==> src/rtl/fetch_pkg.sv <==
// Shared types and constants for the RV64 instruction fetch front end.
package fetch_pkg;

  typedef enum logic [1:0] {
    REQ  = 2'd0,
    WAIT = 2'd1,
    HOLD = 2'd2
  } fetch_state_t;

  localparam int unsigned XLEN        = 64;
  localparam int unsigned ILEN        = 32;
  localparam int unsigned INSTR_BYTES = 4;
  localparam logic [31:0] NOP_INSTR   = 32'h0000_0013;

endpackage

==> src/rtl/fetch_skid_buffer.sv <==
// One-entry {pc, instr} holding register that absorbs a response the IF/ID
// register cannot take, since instruction memory responses cannot be stalled.
module fetch_skid_buffer #(
  parameter int unsigned XLEN = 64,
  parameter int unsigned ILEN = 32
) (
  input  logic            clock,
  input  logic            reset,
  input  logic            i_load,
  input  logic            i_unload,
  input  logic            i_clear,
  input  logic [XLEN-1:0] i_pc,
  input  logic [ILEN-1:0] i_instr,
  output logic            o_valid,
  output logic [XLEN-1:0] o_pc,
  output logic [ILEN-1:0] o_instr
);

  logic            r_valid;
  logic [XLEN-1:0] r_pc;
  logic [ILEN-1:0] r_instr;

  always_ff @(posedge clock) begin
    if (reset || i_clear) begin
      r_valid <= 1'b0;
    end else if (i_load) begin
      r_valid <= 1'b1;
    end else if (i_unload) begin
      r_valid <= 1'b0;
    end
  end

  // Payload carries no reset; it is only observed while r_valid is set.
  always_ff @(posedge clock) begin
    if (i_load) begin
      r_pc    <= i_pc;
      r_instr <= i_instr;
    end
  end

  assign o_valid = r_valid;
  assign o_pc    = r_pc;
  assign o_instr = r_instr;

endmodule

==> src/rtl/instruction_fetch_stage.sv <==
// RV64 fetch front end: owns the PC, issues one outstanding fetch at a time
// and fills the IF/ID register, with stall hold and redirect/flush support.
module instruction_fetch_stage #(
  parameter int unsigned     XLEN     = 64,
  parameter int unsigned     ILEN     = 32,
  parameter logic [XLEN-1:0] RESET_PC = 64'h0
) (
  input  logic            clock,
  input  logic            reset,
  output logic            imem_req,
  output logic [XLEN-1:0] imem_addr,
  input  logic            imem_gnt,
  input  logic            imem_rvalid,
  input  logic [ILEN-1:0] imem_rdata,
  input  logic            redirect_valid,
  input  logic [XLEN-1:0] redirect_pc,
  input  logic            stall,
  output logic            ifid_valid,
  output logic [XLEN-1:0] ifid_pc,
  output logic [ILEN-1:0] ifid_instr,
  output logic [XLEN-1:0] ifid_pc_plus4
);

  import fetch_pkg::*;

  function automatic logic [XLEN-1:0] align_pc(input logic [XLEN-1:0] a);
    return a & ~XLEN'(INSTR_BYTES - 1);
  endfunction

  function automatic logic [XLEN-1:0] next_pc(input logic [XLEN-1:0] a);
    return a + XLEN'(INSTR_BYTES);
  endfunction

  fetch_state_t    r_state;
  logic [XLEN-1:0] r_pc;
  logic            r_drop;
  logic            r_ifid_valid;
  logic [XLEN-1:0] r_ifid_pc;
  logic [ILEN-1:0] r_ifid_instr;
  logic [XLEN-1:0] r_ifid_pc_plus4;

  logic            w_ifid_free;
  logic            w_rsp_accept;
  logic            w_buf_load;
  logic            w_buf_unload;
  logic            w_buf_valid;
  logic [XLEN-1:0] w_buf_pc;
  logic [ILEN-1:0] w_buf_instr;
  logic [XLEN-1:0] w_redirect_pc;
  logic [XLEN-1:0] w_pc_plus4;

  assign w_redirect_pc = align_pc(redirect_pc);
  assign w_pc_plus4    = next_pc(r_pc);
  assign w_ifid_free   = !r_ifid_valid || !stall;
  assign w_rsp_accept  = (r_state == WAIT) && imem_rvalid && !r_drop && !redirect_valid;
  assign w_buf_load    = w_rsp_accept && !w_ifid_free;
  assign w_buf_unload  = (r_state == HOLD) && !stall && !redirect_valid && w_buf_valid;

  fetch_skid_buffer #(
    .XLEN (XLEN),
    .ILEN (ILEN)
  ) u_skid (
    .clock    (clock),
    .reset    (reset),
    .i_load   (w_buf_load),
    .i_unload (w_buf_unload),
    .i_clear  (redirect_valid),
    .i_pc     (r_pc),
    .i_instr  (imem_rdata),
    .o_valid  (w_buf_valid),
    .o_pc     (w_buf_pc),
    .o_instr  (w_buf_instr)
  );

  always_ff @(posedge clock) begin
    if (reset) begin
      r_state         <= REQ;
      r_pc            <= RESET_PC;
      r_drop          <= 1'b0;
      r_ifid_valid    <= 1'b0;
      r_ifid_pc       <= '0;
      r_ifid_instr    <= '0;
      r_ifid_pc_plus4 <= '0;
    end else if (redirect_valid) begin
      // Redirect wins over stall and every transition; a granted-but-unanswered
      // fetch must have its response swallowed via r_drop.
      r_pc         <= w_redirect_pc;
      r_ifid_valid <= 1'b0;
      case (r_state)
        REQ: begin
          r_state <= imem_gnt ? WAIT : REQ;
          r_drop  <= imem_gnt;
        end
        WAIT: begin
          if (imem_rvalid) begin
            r_state <= REQ;
            r_drop  <= 1'b0;
          end else begin
            r_drop  <= 1'b1;
          end
        end
        default: begin
          r_state <= REQ;
          r_drop  <= 1'b0;
        end
      endcase
    end else begin
      if (!stall) begin
        r_ifid_valid <= 1'b0;
      end
      case (r_state)
        REQ: begin
          if (imem_gnt) begin
            r_state <= WAIT;
          end
        end
        WAIT: begin
          if (imem_rvalid) begin
            if (r_drop) begin
              r_drop  <= 1'b0;
              r_state <= REQ;
            end else if (w_ifid_free) begin
              r_ifid_valid    <= 1'b1;
              r_ifid_pc       <= r_pc;
              r_ifid_instr    <= imem_rdata;
              r_ifid_pc_plus4 <= w_pc_plus4;
              r_pc            <= w_pc_plus4;
              r_state         <= REQ;
            end else begin
              r_pc    <= w_pc_plus4;
              r_state <= HOLD;
            end
          end
        end
        HOLD: begin
          if (w_buf_unload) begin
            r_ifid_valid    <= 1'b1;
            r_ifid_pc       <= w_buf_pc;
            r_ifid_instr    <= w_buf_instr;
            r_ifid_pc_plus4 <= next_pc(w_buf_pc);
            r_state         <= REQ;
          end
        end
        default: begin
          r_state <= REQ;
        end
      endcase
    end
  end

  // The request is suppressed during the reset cycle itself.
  assign imem_req      = (r_state == REQ) && !reset;
  assign imem_addr     = r_pc;
  assign ifid_valid    = r_ifid_valid;
  assign ifid_pc       = r_ifid_pc;
  assign ifid_instr    = r_ifid_instr;
  assign ifid_pc_plus4 = r_ifid_pc_plus4;

endmodule
==> config.mk <==
export PLATFORM = sky130hd
export DESIGN_NAME = instruction_fetch_stage
export DESIGN_NICKNAME = d
export VERILOG_FILES = /design/src/rtl/fetch_pkg.sv /design/src/rtl/fetch_skid_buffer.sv /design/src/rtl/instruction_fetch_stage.sv
export SDC_FILE = /design/constraint.sdc
export NUM_CORES = 1
export LEC_CHECK = 0
export CORE_ASPECT_RATIO = 0.7
export CORE_MARGIN = 2
export CORE_UTILIZATION = 53
export CTS_BUF_LIST = sky130_fd_sc_hd__clkbuf_16
export DETAILED_ROUTE_END_ITERATION = 7
export DONT_BUFFER_PORTS = 1
export PLACE_DENSITY = 0.77
export SLEW_MARGIN = 5
export SYNTH_ARGS = -nofsm -noshare
export SYNTH_HDL_FRONTEND = slang
export SYNTH_SLANG_ARGS = --single-unit
export TNS_END_PERCENT = 20
==> constraint.sdc <==
create_clock -name clock -period 12 [get_ports clock]
set_input_delay 2.4 -clock clock [delete_from_list [all_inputs] [get_ports clock]]
set_output_delay 2.4 -clock clock [all_outputs]
set_load 0.03 [all_outputs]
==> impl_metrics.py <==
metrics = {
    "routing": {
        "drc": 0,
        "drt_wl_total_mm": 49.9,
        "first_pass_iters": 6,
        "drt-wirelength-per-cell_um": 24.5,
        "first_iter_violations": 1616,
        "vias": 13411,
        "drtAntennaViolNets": 0,
        "via_per_inst": 6.59,
    },
    "critical_path": {
        "worst-path-stages": 1,
        "r2r_end": "ifid_pc_plus4[37]$_SDFFE_PP0P_",
        "cp_data_required_time_ns": 9.60,
        "crit_fanout": 187,
        "crit_path_start": "reset",
        "max_stage_delay_ns": 0.53,
        "crit_end": "imem_req",
        "r2r_start": "r_state[0]$_SDFFE_PP0P_",
        "path_buf_inv": 0,
        "cp_slowest_cell": "nor2b_1",
        "worstPathArrival_ns": 3.00,
        "crit_type": "in -> out",
        "r2r_cells": 10,
        "r2r_setup_slack_ns": 7.79,
        "path_cells": "nor2b_1",
        "critPathTopFamily": "simple AND/OR/NAND/NOR gates",
        "endpoint_kind": "primary output",
        "worstSetupStartpointType": "input port",
    },
    "final_layout": {
        "final_area_um2": 17000,
        "num-nets-final": 1734,
        "layoutNonFillerInstCount": 2036,
        "diodes": 0,
        "drive_above_1_share_pct": 5.51,
        "syn2layout_area_growth_pct": 6.39,
        "n_fill_cell": 2555,
    },
    "timing": {
        "rsz0062_at_grt": "no",
        "finalCriticalPeriod_ns": 5.40,
        "fin_worst_skew_ns": 0.0144,
        "timing.final.crit_share_pct": 45.0,
        "final.setup.tns_ns": 0,
        "tightest_slew_ns": 1.21,
        "holdWs_ns": 0.527,
        "drv_slew": 0,
        "fmax_mhz": 185,
        "finalHoldViolations": 0,
        "slew_headroom_pct": 18.9,
        "setup_viol": 0,
    },
    "placement": {
        "hpwl_mm": 34.5,
        "placed_cell_area_um2": 16000,
        "numPortBuffers": 0,
        "gp_congestion": 0.983,
        "placed_cells": 1978,
    },
    "floorplanning": {
        "die_y_um": 149,
        "die_width_um": 211,
        "io_pins": 328,
        "core_um2": 29800,
        "die_area_um2": 31600,
        "fp-row-count": 53,
        "floorplan.initialDensity_pct": 53.5,
    },
    "global_routing": {
        "gr-total-overflow": 0,
        "grt_pass1_vias": 12453,
        "grt_pass1_wl_mm": 74.9,
        "antenna_found_initial": 0,
        "grt_usage_pct": 30.6,
        "grt_max_degree": 188,
    },
    "power": {
        "ir_drop_uv": 125,
        "p_leak_nw": 5.22,
        "p_per_area_nw_per_um2": 140,
    },
    "clock_network": {
        "cts.repair.resized": 0,
        "clk_latency_ns": 0.58,
        "postCtsHoldBufs": 0,
        "cts-root-buf": "clkbuf_16",
        "post_cts_buffers": 0,
        "htree_levels": 1,
        "numCtsBuffers": 31,
        "cts_tree": "done",
        "cts.sinks": 317,
        "clk_pin_slew_worst_paths_ns": 0.07,
        "clock_path_buffers": 3,
    },
    "yosys": {
        "synth.cell_area_um2": 16000,
        "synth_cells": 1729,
        "async_flop_share_pct": 0,
        "yosysWarningCount": 0,
        "ys_ff_latch": 317,
        "ys_seq_area_share_pct": 45.6,
        "syn_area_per_cell_um2": 9.24,
        "ys_types": 66,
        "netlist.area_leader.share_pct": 28.0,
        "synth_edf_count": 94,
        "yosys_most_used_dff": "dfxtp_1",
        "yosys.area.top_type": "dfxtp_1",
        "yosys-top-cells-area": "dfxtp_1 28%, edfxtp_1 18%, mux2i_1 7.0%",
    },
    "outcome": {
        "status": "completed",
    },
    "run": {
        "timing.max_cap.violations": 0,
    },
    "worst_hold_path": {
        "hp-class": "reg -> reg",
    },
}
-- sequential cells by signal, indices dropped and copies added, names as in the netlist --
signal / cells
ifid_instr: 32
ifid_pc: 62
ifid_pc_plus4: 62
ifid_valid: 1
imem_addr: 62
r_drop: 1
r_state: 2
u_skid.o_instr: 32
u_skid.o_pc: 62
u_skid.o_valid: 1
-- layout by cell type, fill, tap and decap left out, types with 11 or more instances in the layout --
| cell type | Yosys | layout |
|---|---|---|
| or3_1 | 27 | 27 |
| nor4_1 | 29 | 29 |
| nand3_1 | 60 | 60 |
| edfxtp_1 | 94 | 94 |
| a21oi_1 | 46 | 46 |
| o21a_1 | 12 | 12 |
| nor3_1 | 68 | 66 |
| clkbuf_16 | 0 | 32 |
| o21ai_0 | 48 | 48 |
| buf_4 | 8 | 15 |
| a211oi_1 | 123 | 123 |
| and3_1 | 27 | 27 |
| mux2i_1 | 112 | 112 |
| xor2_1 | 64 | 64 |
| and4_1 | 24 | 24 |
| nand4_1 | 61 | 61 |
| nand2_1 | 139 | 138 |
| o211ai_1 | 17 | 17 |
| dfxtp_1 | 223 | 223 |
| inv_1 | 15 | 20 |
| a32o_1 | 11 | 11 |
| nor2_1 | 194 | 193 |
| xnor2_1 | 70 | 70 |
-- layout make-up --
type | instances | area [µm²] | area share, %
clock buffer | 32 | 801 | 4.71
clock inverter | 26 | 231 | 1.36
inverter | 16 | 61.3 | 0.361
multi-input combinational | 1245 | 8020 | 47.2
sequential | 317 | 7290 | 42.9
tap | 385 | 482 | 2.84
timing repair buffer | 15 | 113 | 0.663
-- Yosys cell counts, types with 3 or more instances --
cell type,n
ha_1,6
o21ai_0,48
a21oi_1,46
nand4_1,61
inv_1,15
and3_1,27
o21a_1,12
or4_1,8
a221o_1,4
dfxtp_1,223
nor2_1,194
and2_1,9
a211oi_1,123
buf_4,8
a32o_1,11
edfxtp_1,94
nand2b_1,4
and4_1,24
mux2i_1,112
nor4_1,29
xnor2_1,70
clkbuf_2,3
a311oi_1,9
o211ai_1,17
a22o_1,3
nand3b_1,4
xor2_1,64
or3_1,27
nand2_1,139
clkbuf_1,117
o221ai_1,3
nand3_2,3
or2_2,4
nor3_1,68
o31ai_1,8
nand3_1,60
o31a_1,5
nor2b_1,4
buf_2,25
-- logic make-up after synthesis --
group | Yosys count | synth area share (%)
AND/OR/NAND/NOR | 684 | 21.8
flip-flops | 317 | 45.6
AO/OA/AOI/OAI | 303 | 13.2
buffers and inverters | 172 | 4.50
XOR/XNOR | 134 | 7.35
multiplexers | 112 | 7.02
adder cells (fa/ha/maj) | 6 | 0.470
other | 1 | 0.0235
-- stage by stage --
step                      worst slack, ns  power (mW)  util [%]
after global placement               6.73        1.39      53.5
after CTS                            6.70        2.39      56.9
after global routing                 6.61        2.46      56.9
final                                6.60        2.38      56.9
after floorplan                      1.82        1.37         -
after detailed placement             6.70        1.40      53.5
-- power by group --
group          switching (mW)  internal [mW]  total, mW
logic                  0.0734         0.0502      0.124
registers               0.120           1.13       1.25
clock network           0.431          0.570       1.00
-- how the worst min path moves through the flow --
stage                            startpoint                 endpoint  slack [ns]  depth (start not counted)
floorplan           r_state[1]$_SDFFE_PP0P_  r_state[1]$_SDFFE_PP0P_        0.45                          2
global placement    r_state[1]$_SDFFE_PP0P_  r_state[1]$_SDFFE_PP0P_        0.48                          2
detailed placement  r_state[1]$_SDFFE_PP0P_  r_state[1]$_SDFFE_PP0P_        0.50                          2
CTS                 r_state[1]$_SDFFE_PP0P_  r_state[1]$_SDFFE_PP0P_        0.52                          2
global route        r_state[1]$_SDFFE_PP0P_  r_state[1]$_SDFFE_PP0P_        0.55                          2
finish              r_state[1]$_SDFFE_PP0P_  r_state[1]$_SDFFE_PP0P_        0.53                          2
-- routing by layer --
metal	routed length, µm	share of wire (%)	track usage, %	up-vias
li1	-	-	-	6112
met1	20500	41	42.4	6316
met2	20500	41	43.6	877
met3	7270	15	11.9	106
met4	1690	3.4	10.1	0
met5	0	0	0	-
Note: power is estimated with default switching activity, not from simulation.
==> patch: new RTL, config.mk and constraints unchanged <==
Make the reset (`reset`) asynchronous in one clocked block.
--- a/src/rtl/instruction_fetch_stage.sv
+++ b/src/rtl/instruction_fetch_stage.sv
@@ -72,7 +72,7 @@
     .o_instr  (w_buf_instr)
   );
 
-  always_ff @(posedge clock) begin
+  always_ff @(posedge clock or posedge reset) begin
     if (reset) begin
       r_state         <= REQ;
       r_pc            <= RESET_PC;
Check against the original RTL: not settled (the Yosys comparison gave no result); the edit may change what the design does.
==> patch against the original RTL <==
Setup slack gained 150 ps. Sequential cell count did not move. Routed wire length is 3.0% lower. Global-route usage down 0.67 points. Die area rose by 1.2%. Area after synthesis is 1.3% higher. Cell area increased by 2.1%. Largest cell class is now registers. Highest routed layer is now met5.
Power is not compared: it rests on default switching activity, and its combinational part moved more than twofold at a synthesized area within 25%.
==> patch: results (changes against the original RTL) <==
Met3 Wirelength = 5145 µm (-29%)
share of cells above drive strength 1 = 0.04571 (-0.009407)
Avg Inst Size Synth = 9.785 µm² (+5.9%)
critical path fanouts, max = 3 (-98%)
initial antenna violation count = 1 (+1)
Cell Area, Placed = 0.01632 mm² (+2.3%)
Total Nets Final = 1,681 (-3.1%)
dpl cells = 1,953 (-1.3%)
Seq/Total Area, Yosys = 0.5192 (+0.06294)
largest cells by area after synthesis = dfrtp_1 34%, edfxtp_1 17%, nand2_1 6.5%
first-pass GRT wire length = 72,940 µm (-2.7%)
Synth cell types = 58 (-12%)
worst path arrival time = 2850 ps (-150 ps)
met2 WL = 20,720 µm (+1.3%)
async set-reset flop share out of synthesis = 0.7003 (+0.7003)
maximum number of pins on one net before global-route repair = 182 (-3.2%)
top cells by count, synth = 281 x nand2_1, 222 x dfrtp_1, 202 x o21ai_0
global-route met1 utilization = 0.4406 (+0.01678)
DR top layer = met5
Power Clock = 0.000999 W
grt met3 use = 0.08448 (-0.03447)
vias = 12,650 (-5.7%)
outcome = complete, no violations
Iteration-0 DRC Markers = 1,363 (-16%)
CTS buffer count = 30 (-3.2%)
P&R area growth vs syn = 7.279%
Least-Margin Pin Slew = 1256 ps (+43.85 ps)
GRT Overall Usage = 0.2993 (-0.006712)
leading area contributor after synthesis = dfrtp_1
WL per Instance = 24.11 µm (-1.7%)
vias in the first global route = 11,870 (-4.6%)
Worst path max stage delay = 450 ps (-80 ps)
clock skew = 12.02 ps (-2.341 ps)
global placer's final weighted congestion = 0.8918 (-9.3%)
WL final = 48,430 µm (-3.0%)
Pre-antenna DRT Iters = 7 (+1)
wl on met1 = 21,270 µm (+3.6%)
die area = 0.03195 mm² (+1.2%)
DP HPWL = 33,590 µm (-2.6%)
global routing met2 resource utilization = 0.4284 (-0.007095)
## patch: changes by cell type in the layout (fill, tap and decap cells not counted), moves of 39 or more
cell / delta
a211oi_1: -120
dfrtp_1: +222
dfxtp_1: -222
nand2_1: +143
nor2_1: -123
o21ai_0: +154
xnor2_1: +39
## patch: final timing paths
| check | startpoint | slack (ps) | cells after the start | end |
|---|---|---|---|---|
| setup / recovery | reset | 6750 | 1 | imem_req |
| hold / removal | u_skid.o_valid | 490 | 2 | u_skid.o_valid |
| setup reg to reg | r_state[1] | 8080 | 8 | ifid_pc_plus4[61] |
| hold reg to reg | u_skid.o_valid | 490 | 2 | u_skid.o_valid |
| max in group asynchronous | reset | 8560 | 2 | ifid_instr[5] |
| min in group asynchronous | reset | 1910 | 1 | r_state[0] |
## patch: kinds of logic after synthesis
logic type	Yosys count	share of synthesized area
flip-flops	317	0.5192
AND/OR/NAND/NOR	627	0.1850
buffers and inverters	150	0.03783
other	1	0.0002318
multiplexers	108	0.06707
AO/OA/AOI/OAI	283	0.09879
XOR/XNOR	161	0.08718
adder cells (fa/ha/maj)	6	0.004641
## patch: cell type report
class | count | area (µm²)
fill | 2529 | 12690
inverter | 19 | 81.33
clock inverter | 25 | 251.5
sequential | 317 | 8398
clock buffer | 31 | 775.7
multi-input combinational | 1191 | 7212
tap | 412 | 515.5
timing repair buffer | 14 | 117.6
## patch: stage by stage
| step | setup slack (ps) | util |
|---|---|---|
| 4_1_cts | 6752 | 0.5776 |
| 5_1_grt | 6742 | 0.5776 |
| 6_report | 6753 | 0.5776 |
| 3_3_place_gp | 6541 | 0.5434 |
| 3_5_place_dp | 6522 | 0.5434 |
| 2_1_floorplan | 3522 | - |
